`config.mk`:
```
export PLATFORM = sky130hd
export DESIGN_NAME = char_plotter
export DESIGN_NICKNAME = d
export VERILOG_FILES = /design/src/rtl/char_pkg.sv /design/src/rtl/char_cell_scanner.sv /design/src/rtl/char_plotter.sv
export SDC_FILE = /design/constraint.sdc
export NUM_CORES = 1
export LEC_CHECK = 0
export CORE_MARGIN = 2
export CORE_UTILIZATION = 25
export DETAILED_ROUTE_END_ITERATION = 10
export SETUP_SLACK_MARGIN = 0.02
export SLEW_MARGIN = 40
export SYNTH_ARGS = -nofsm -noshare
export SYNTH_HDL_FRONTEND = slang
export SYNTH_HIERARCHICAL = 1
export SYNTH_SLANG_ARGS = --single-unit
```
`constraint.sdc`:
```
create_clock -name clk -period 8.1 [get_ports clk]
set_input_delay 1.215 -clock clk [delete_from_list [all_inputs] [get_ports clk]]
set_output_delay 1.215 -clock clk [all_outputs]
set_load 0.01 [all_outputs]
```
`src/rtl/char_pkg.sv`:
```
// char_pkg
//   Shared constants and types for the character plotter:
//   cell geometry, framebuffer bounds, background colour,
//   5-bit glyph codes (A=0 .. Z=25) and the plotter state type.
package char_pkg;

    localparam int CELL_W   = 8;
    localparam int CELL_H   = 10;
    localparam int SCREEN_W = 160;
    localparam int SCREEN_H = 120;

    localparam int DX_W = $clog2(CELL_W);
    localparam int DY_W = $clog2(CELL_H);

    localparam logic [5:0] BG_COLOUR = 6'b000000;

    localparam logic [4:0] GLYPH_A = 5'd0;
    localparam logic [4:0] GLYPH_B = 5'd1;
    localparam logic [4:0] GLYPH_C = 5'd2;
    localparam logic [4:0] GLYPH_D = 5'd3;
    localparam logic [4:0] GLYPH_E = 5'd4;
    localparam logic [4:0] GLYPH_F = 5'd5;
    localparam logic [4:0] GLYPH_G = 5'd6;
    localparam logic [4:0] GLYPH_H = 5'd7;
    localparam logic [4:0] GLYPH_I = 5'd8;
    localparam logic [4:0] GLYPH_J = 5'd9;
    localparam logic [4:0] GLYPH_K = 5'd10;
    localparam logic [4:0] GLYPH_L = 5'd11;
    localparam logic [4:0] GLYPH_M = 5'd12;
    localparam logic [4:0] GLYPH_N = 5'd13;
    localparam logic [4:0] GLYPH_O = 5'd14;
    localparam logic [4:0] GLYPH_P = 5'd15;
    localparam logic [4:0] GLYPH_Q = 5'd16;
    localparam logic [4:0] GLYPH_R = 5'd17;
    localparam logic [4:0] GLYPH_S = 5'd18;
    localparam logic [4:0] GLYPH_T = 5'd19;
    localparam logic [4:0] GLYPH_U = 5'd20;
    localparam logic [4:0] GLYPH_V = 5'd21;
    localparam logic [4:0] GLYPH_W = 5'd22;
    localparam logic [4:0] GLYPH_X = 5'd23;
    localparam logic [4:0] GLYPH_Y = 5'd24;
    localparam logic [4:0] GLYPH_Z = 5'd25;

    typedef enum logic [1:0] {
        ST_IDLE  = 2'd0,
        ST_SCAN  = 2'd1,
        ST_DRAIN = 2'd2,
        ST_DONE  = 2'd3
    } plot_state_t;

endpackage

```
`src/rtl/char_cell_scanner.sv`:
```
// char_cell_scanner
//   Row-major dx/dy counter over one CELL_W x CELL_H cell.
//   clk, reset : clock, asynchronous active-high reset
//   clear      : return to (0,0) (takes priority over advance)
//   advance    : step to the next pixel; the final pixel wraps to (0,0)
//   dx, dy     : current pixel offset within the cell
//   last       : high while at (CELL_W-1, CELL_H-1)
module char_cell_scanner
    import char_pkg::*;
(
    input  logic            clk,
    input  logic            reset,
    input  logic            clear,
    input  logic            advance,
    output logic [DX_W-1:0] dx,
    output logic [DY_W-1:0] dy,
    output logic            last
);

    logic [DX_W-1:0] dx_reg;
    logic [DY_W-1:0] dy_reg;
    logic            dx_end;
    logic            dy_end;

    assign dx_end = (dx_reg == DX_W'(CELL_W - 1));
    assign dy_end = (dy_reg == DY_W'(CELL_H - 1));

    always_ff @(posedge clk or posedge reset) begin
        if (reset) begin
            dx_reg <= '0;
            dy_reg <= '0;
        end else if (clear) begin
            dx_reg <= '0;
            dy_reg <= '0;
        end else if (advance) begin
            if (dx_end) begin
                dx_reg <= '0;
                dy_reg <= dy_end ? '0 : dy_reg + DY_W'(1);
            end else begin
                dx_reg <= dx_reg + DX_W'(1);
            end
        end
    end

    assign dx   = dx_reg;
    assign dy   = dy_reg;
    assign last = dx_end && dy_end;

endmodule

```
`src/rtl/char_plotter.sv`:
```
// char_plotter
//   Sweeps one 8x10 character cell at a screen origin and issues
//   registered framebuffer writes under a valid/ready handshake.
//   clk, reset                  : clock, asynchronous active-high reset
//   start                       : request, accepted only in IDLE
//   char_code, org_x, org_y,
//   opaque                      : cell parameters latched on accepted start
//   glyph_sel, glyph_x, glyph_y : latched parameters to the decoder bank
//   flush_x, flush_y            : current scan point (origin + offset, mod 256)
//   glyph_colour, glyph_enable  : decoder response for the current scan point
//   plot_x, plot_y, plot_colour,
//   plot_valid, plot_ready      : framebuffer write port
//   busy                        : high whenever not IDLE
//   done                        : one-cycle pulse after the final write is taken
module char_plotter
    import char_pkg::*;
(
    input  logic       clk,
    input  logic       reset,
    input  logic       start,
    input  logic [4:0] char_code,
    input  logic [7:0] org_x,
    input  logic [7:0] org_y,
    input  logic       opaque,
    output logic [4:0] glyph_sel,
    output logic [7:0] glyph_x,
    output logic [7:0] glyph_y,
    output logic [7:0] flush_x,
    output logic [7:0] flush_y,
    input  logic [5:0] glyph_colour,
    input  logic       glyph_enable,
    output logic [7:0] plot_x,
    output logic [7:0] plot_y,
    output logic [5:0] plot_colour,
    output logic       plot_valid,
    input  logic       plot_ready,
    output logic       busy,
    output logic       done
);

    plot_state_t state_reg, state_next;

    logic [4:0] glyph_sel_reg;
    logic [7:0] glyph_x_reg;
    logic [7:0] glyph_y_reg;
    logic       opaque_reg;

    logic [7:0] plot_x_reg;
    logic [7:0] plot_y_reg;
    logic [5:0] plot_colour_reg;
    logic       plot_valid_reg;

    logic [DX_W-1:0] dx;
    logic [DY_W-1:0] dy;
    logic            last;

    logic start_accept;
    logic can_advance;
    logic scan_advance;
    logic write_en;

    // Output slot is free when empty or being consumed this cycle.
    assign can_advance  = !plot_valid_reg || plot_ready;
    assign start_accept = (state_reg == ST_IDLE) && start;
    assign scan_advance = (state_reg == ST_SCAN) && can_advance;

    char_cell_scanner u_scanner (
        .clk     (clk),
        .reset   (reset),
        .clear   (start_accept),
        .advance (scan_advance),
        .dx      (dx),
        .dy      (dy),
        .last    (last)
    );

    // Per-axis scan point and visibility. Axis 0 is x, axis 1 is y.
    // A carry out of origin+offset means the pixel wrapped past 255,
    // so it is off screen even if the wrapped value looks small.
    logic [1:0][7:0] axis_org;
    logic [1:0][7:0] axis_off;
    logic [1:0][7:0] axis_pos;
    logic [1:0]      axis_ok;

    assign axis_org[0] = glyph_x_reg;
    assign axis_org[1] = glyph_y_reg;
    assign axis_off[0] = {{(8 - DX_W){1'b0}}, dx};
    assign axis_off[1] = {{(8 - DY_W){1'b0}}, dy};

    generate
        for (genvar gi = 0; gi < 2; gi++) begin : g_axis
            localparam logic [7:0] LIMIT = (gi == 0) ? 8'(SCREEN_W) : 8'(SCREEN_H);
            logic [8:0] sum;
            assign sum          = {1'b0, axis_org[gi]} + {1'b0, axis_off[gi]};
            assign axis_pos[gi] = sum[7:0];
            assign axis_ok[gi]  = !sum[8] && (sum[7:0] < LIMIT);
        end
    endgenerate

    assign write_en = (glyph_enable || opaque_reg) && axis_ok[0] && axis_ok[1];

    // State register
    always_ff @(posedge clk or posedge reset) begin
        if (reset) begin
            state_reg <= ST_IDLE;
        end else begin
            state_reg <= state_next;
        end
    end

    // Next-state logic
    always_comb begin
        state_next = state_reg;
        case (state_reg)
            ST_IDLE:  if (start) state_next = ST_SCAN;
            ST_SCAN:  if (can_advance && last) state_next = ST_DRAIN;
            ST_DRAIN: if (can_advance) state_next = ST_DONE;
            ST_DONE:  state_next = ST_IDLE;
            default:  state_next = ST_IDLE;
        endcase
    end

    // State-decoded outputs
    always_comb begin
        busy = (state_reg != ST_IDLE);
        done = (state_reg == ST_DONE);
    end

    // Latched cell parameters and the registered write slot.
    always_ff @(posedge clk or posedge reset) begin
        if (reset) begin
            glyph_sel_reg   <= '0;
            glyph_x_reg     <= '0;
            glyph_y_reg     <= '0;
            opaque_reg      <= 1'b0;
            plot_x_reg      <= '0;
            plot_y_reg      <= '0;
            plot_colour_reg <= '0;
            plot_valid_reg  <= 1'b0;
        end else begin
            if (start_accept) begin
                glyph_sel_reg <= char_code;
                glyph_x_reg   <= org_x;
                glyph_y_reg   <= org_y;
                opaque_reg    <= opaque;
            end
            if (scan_advance) begin
                if (write_en) begin
                    plot_x_reg      <= axis_pos[0];
                    plot_y_reg      <= axis_pos[1];
                    plot_colour_reg <= glyph_enable ? glyph_colour : BG_COLOUR;
                    plot_valid_reg  <= 1'b1;
                end else begin
                    plot_valid_reg  <= 1'b0;
                end
            end else if (can_advance) begin
                // Pending write accepted (or slot already empty) outside SCAN.
                plot_valid_reg <= 1'b0;
            end
        end
    end

    assign glyph_sel   = glyph_sel_reg;
    assign glyph_x     = glyph_x_reg;
    assign glyph_y     = glyph_y_reg;
    assign flush_x     = axis_pos[0];
    assign flush_y     = axis_pos[1];
    assign plot_x      = plot_x_reg;
    assign plot_y      = plot_y_reg;
    assign plot_colour = plot_colour_reg;
    assign plot_valid  = plot_valid_reg;

endmodule

```
==> results.md <==
* Grt met3 use at 2.76%
* Pleak at 1.77 nW
* Crit-path max FO at 6
* Asr flop ratio synth at 100%
* Routability cong. at 0.750
* Launching point of the worst reg2reg path: u_scanner/dx[0]
* Post-CTS setup buffers at 0
* Area grow syn2layout at 44.7%
* Register area share after synthesis at 47.9%
* Met2 GRT Util at 19.1%
* # IOs at 95
* Placed instance area at 3910 um2
* Worst setup EP type: output pin
* Slew HR at 53.5%
* HP Start: glyph_sel[2]
* Cell Rows at 38
* Hold WC Path Type: flop to flop
* Syn_nets at 281
* Buffers on Ports at 94
* Status: completed
* Cells after Synth at 230
* Most common cell in the netlist: dfrtp_1
* Antenna viol nets, final at 0
* Grt met1 use at 15.2%
* Vias in the first global route at 2100
* Unique masters post-synth at 42
* Final hold vios at 0
* Vias/cell at 4.35
* Top cells by count, synth: 54 x dfrtp_1, 24 x mux2_2, 18 x inv_1
* Period minus WS final at 3.94 ns
* Max cap viols at 0
* FF-to-FF path depth at 9
* Setup violations, final at 0
* Reg clk slew, reported paths at 0.08 ns
* Fill cell count at 1086
* Hold path cells at 1
* Skew final at 0.00811 ns
* Die area at 12200 um2
* GRT Overall Usage at 11.5%
* Unrepaired setup endpoints after global routing: no
* Initial core utilization at 25.8%
* 1st-pass router iterations at 4
* GRT busiest layer: met2
* H-tree levels at 2
* Initial DRC Count at 59
* Worst skew pair latency at 0.29 ns
* Synth warn at 6
* CP required at 6.88 ns
* Maximum clock insertion buffer count at 2
* Via count at 2034
* Core Footprint at 10900 um2
* Critical path arrival at 2.72 ns
* Slew at the pin closest to its max-slew limit at 0.696 ns
* Synth area leaders: dfrtp_1 48%, mux2_2 9.6%, ha_1 7.1%
* Achievable frequency at 0.254 GHz
* Post_cts resized at 0
* Startpoint types: flop
* Number of synthesized flops with an enable pin at 0
* Synth Register Bits at 54
* R2r setup slk at 4.71 ns
* Final worst-path cycle share at 48.6%
* Hold-fix buffers, CTS at 0
* Drt total wl at 6660 um
* Largest net degree at the start of global routing at 48
* Avg Cell Area, Syn at 12.3 um2
* Die height at 110 um
* Synth Flop Type: dfrtp_1
* Number of remaining DRC errors at 0
* Root Driver: clkbuf_16
* Total CTS buffers at 5
* Chip Width at 110 um
* CTS tree: built
* Maximum VDD drop at 199 uV
* Reg-to-reg endpoint: plot_x[5]
* Antenna Diode Count at 0
* Final Max Tran Viols at 0
* Dpl hpwl at 5150 um
* Layout cell share with drive strength beyond 1 at 17.7%
* Initial antenna violation count at 0
* Overflow left after global routing at 0
* Average wire per standard cell at 14.2 um
* CP Class: flop to output pin
* Post-synthesis cell area at 2820 um2
* Nets at 378
* Area share of the largest cell type after synthesis at 47.9%
* Final instance area at 4080 um2
* Leading area contributor after synthesis: dfrtp_1
* Setup TNS at 0 ns
* First-pass GRT wire length at 10600 um
* Clock Sinks at 54
* Cell Pwr Density at 421 nW/um2
* Hold EP: glyph_sel[2]
[layer usage]
metal	vias up	wire (um)
li1	984	-
met1	986	3050
met2	59	3150
met3	5	403
met4	0	54
met5	-	0
[cell usage in the layout (no fill, tap or decap), types with 2 or more instances in the layout]
cell type and instances:
nand2_2 2, fa_1 2, inv_1 17, nand3_1 6
buf_4 2, o211a_1 2, o21ai_0 4, dfrtp_1 54
xor2_1 3, nor2_1 7, clkbuf_16 5, ha_1 16
nand2_1 16, mux2i_1 8, and2_1 2, a21oi_1 7
or3_1 4, nor3_4 2, xnor2_1 9, clkdlybuf4s50_1 94
mux2_2 24, nor2b_1 2, nand2b_1 6, mux2_4 12
[where the power goes]
group / internal, mW / switching [mW] / leakage [nW] / total [mW]
clock: 0.147 / 0.103 / 0.0842 / 0.250
sequential: 0.395 / 0.113 / 0.659 / 0.509
combinational: 0.562 / 0.397 / 1.03 / 0.959
total: 1.10 / 0.613 / 1.77 / 1.72
[worst max-delay path, stage by stage (launching register included)]
cell             delay (ns)
dfrtp_1                0.46
ha_1                   0.21
inv_1                  0.06
fa_1                   0.41
nand2b_1               0.18
a21oi_2                0.20
nand3_1                0.12
xnor2_1                0.22
clkdlybuf4s50_1        0.57
[logic make-up (layout without fill, tap and decap cells)]
kind of cell / Yosys count / after routing / synth area share [%]
xor gates and xnor gates: 12 / 12 / 3.73
DFF: 54 / 54 / 47.9
muxes: 44 / 44 / 18.8
buffers and inverters: 24 / 122 / 3.86
AOI/OAI and AO/OA: 26 / 26 / 7.10
adders and majority gates: 18 / 18 / 8.51
and+or+nand+nor: 52 / 52 / 10.1
[worst max-delay path by stage]
| stage | start | end | slack, ns | cells past startpoint |
|---|---|---|---|---|
| 2_1_floorplan | u_scanner/dy[0] | flush_y[6] | 5.18 | 7 |
| 5_1_grt | u_scanner/dy[0] | flush_y[6] | 4.00 | 8 |
| 3_3_place_gp | glyph_enable | plot_x[5] | 4.33 | 7 |
| 3_5_place_dp | glyph_enable | plot_x[5] | 4.21 | 7 |
| 6_report | u_scanner/dy[0] | flush_y[6] | 4.16 | 8 |
| 4_1_cts | u_scanner/dy[0] | flush_y[6] | 4.13 | 8 |
[layout make-up]
| type | instances | area [um2] | area share (%) |
|---|---|---|---|
| repair buffers | 96 | 956 | 23.4 |
| clock inverters | 3 | 43.8 | 1.07 |
| flip-flops and latches | 54 | 1350 | 33.1 |
| multi-input cells | 152 | 1360 | 33.3 |
| well taps | 140 | 175 | 4.29 |
| clock buffers | 5 | 125 | 3.06 |
| inverters | 18 | 70.1 | 1.72 |
[stage by stage]
stage / utilization (%) / instances / setup slack, ns / total power [mW] / hold WS (ns)
final: 37.3 / 468 / 4.16 / 1.72 / 0.509
after CTS: 37.3 / 468 / 4.13 / 1.75 / 0.514
after detailed placement: 35.8 / 460 / 4.21 / 1.49 / 0.497
after global placement: 35.8 / 460 / 4.33 / 1.47 / 0.491
after global routing: 37.3 / 468 / 4.00 / 1.84 / 0.529
after floorplan: - / 230 / 5.18 / 1.01 / 0.480
Power figures use the tool's default switching activity.
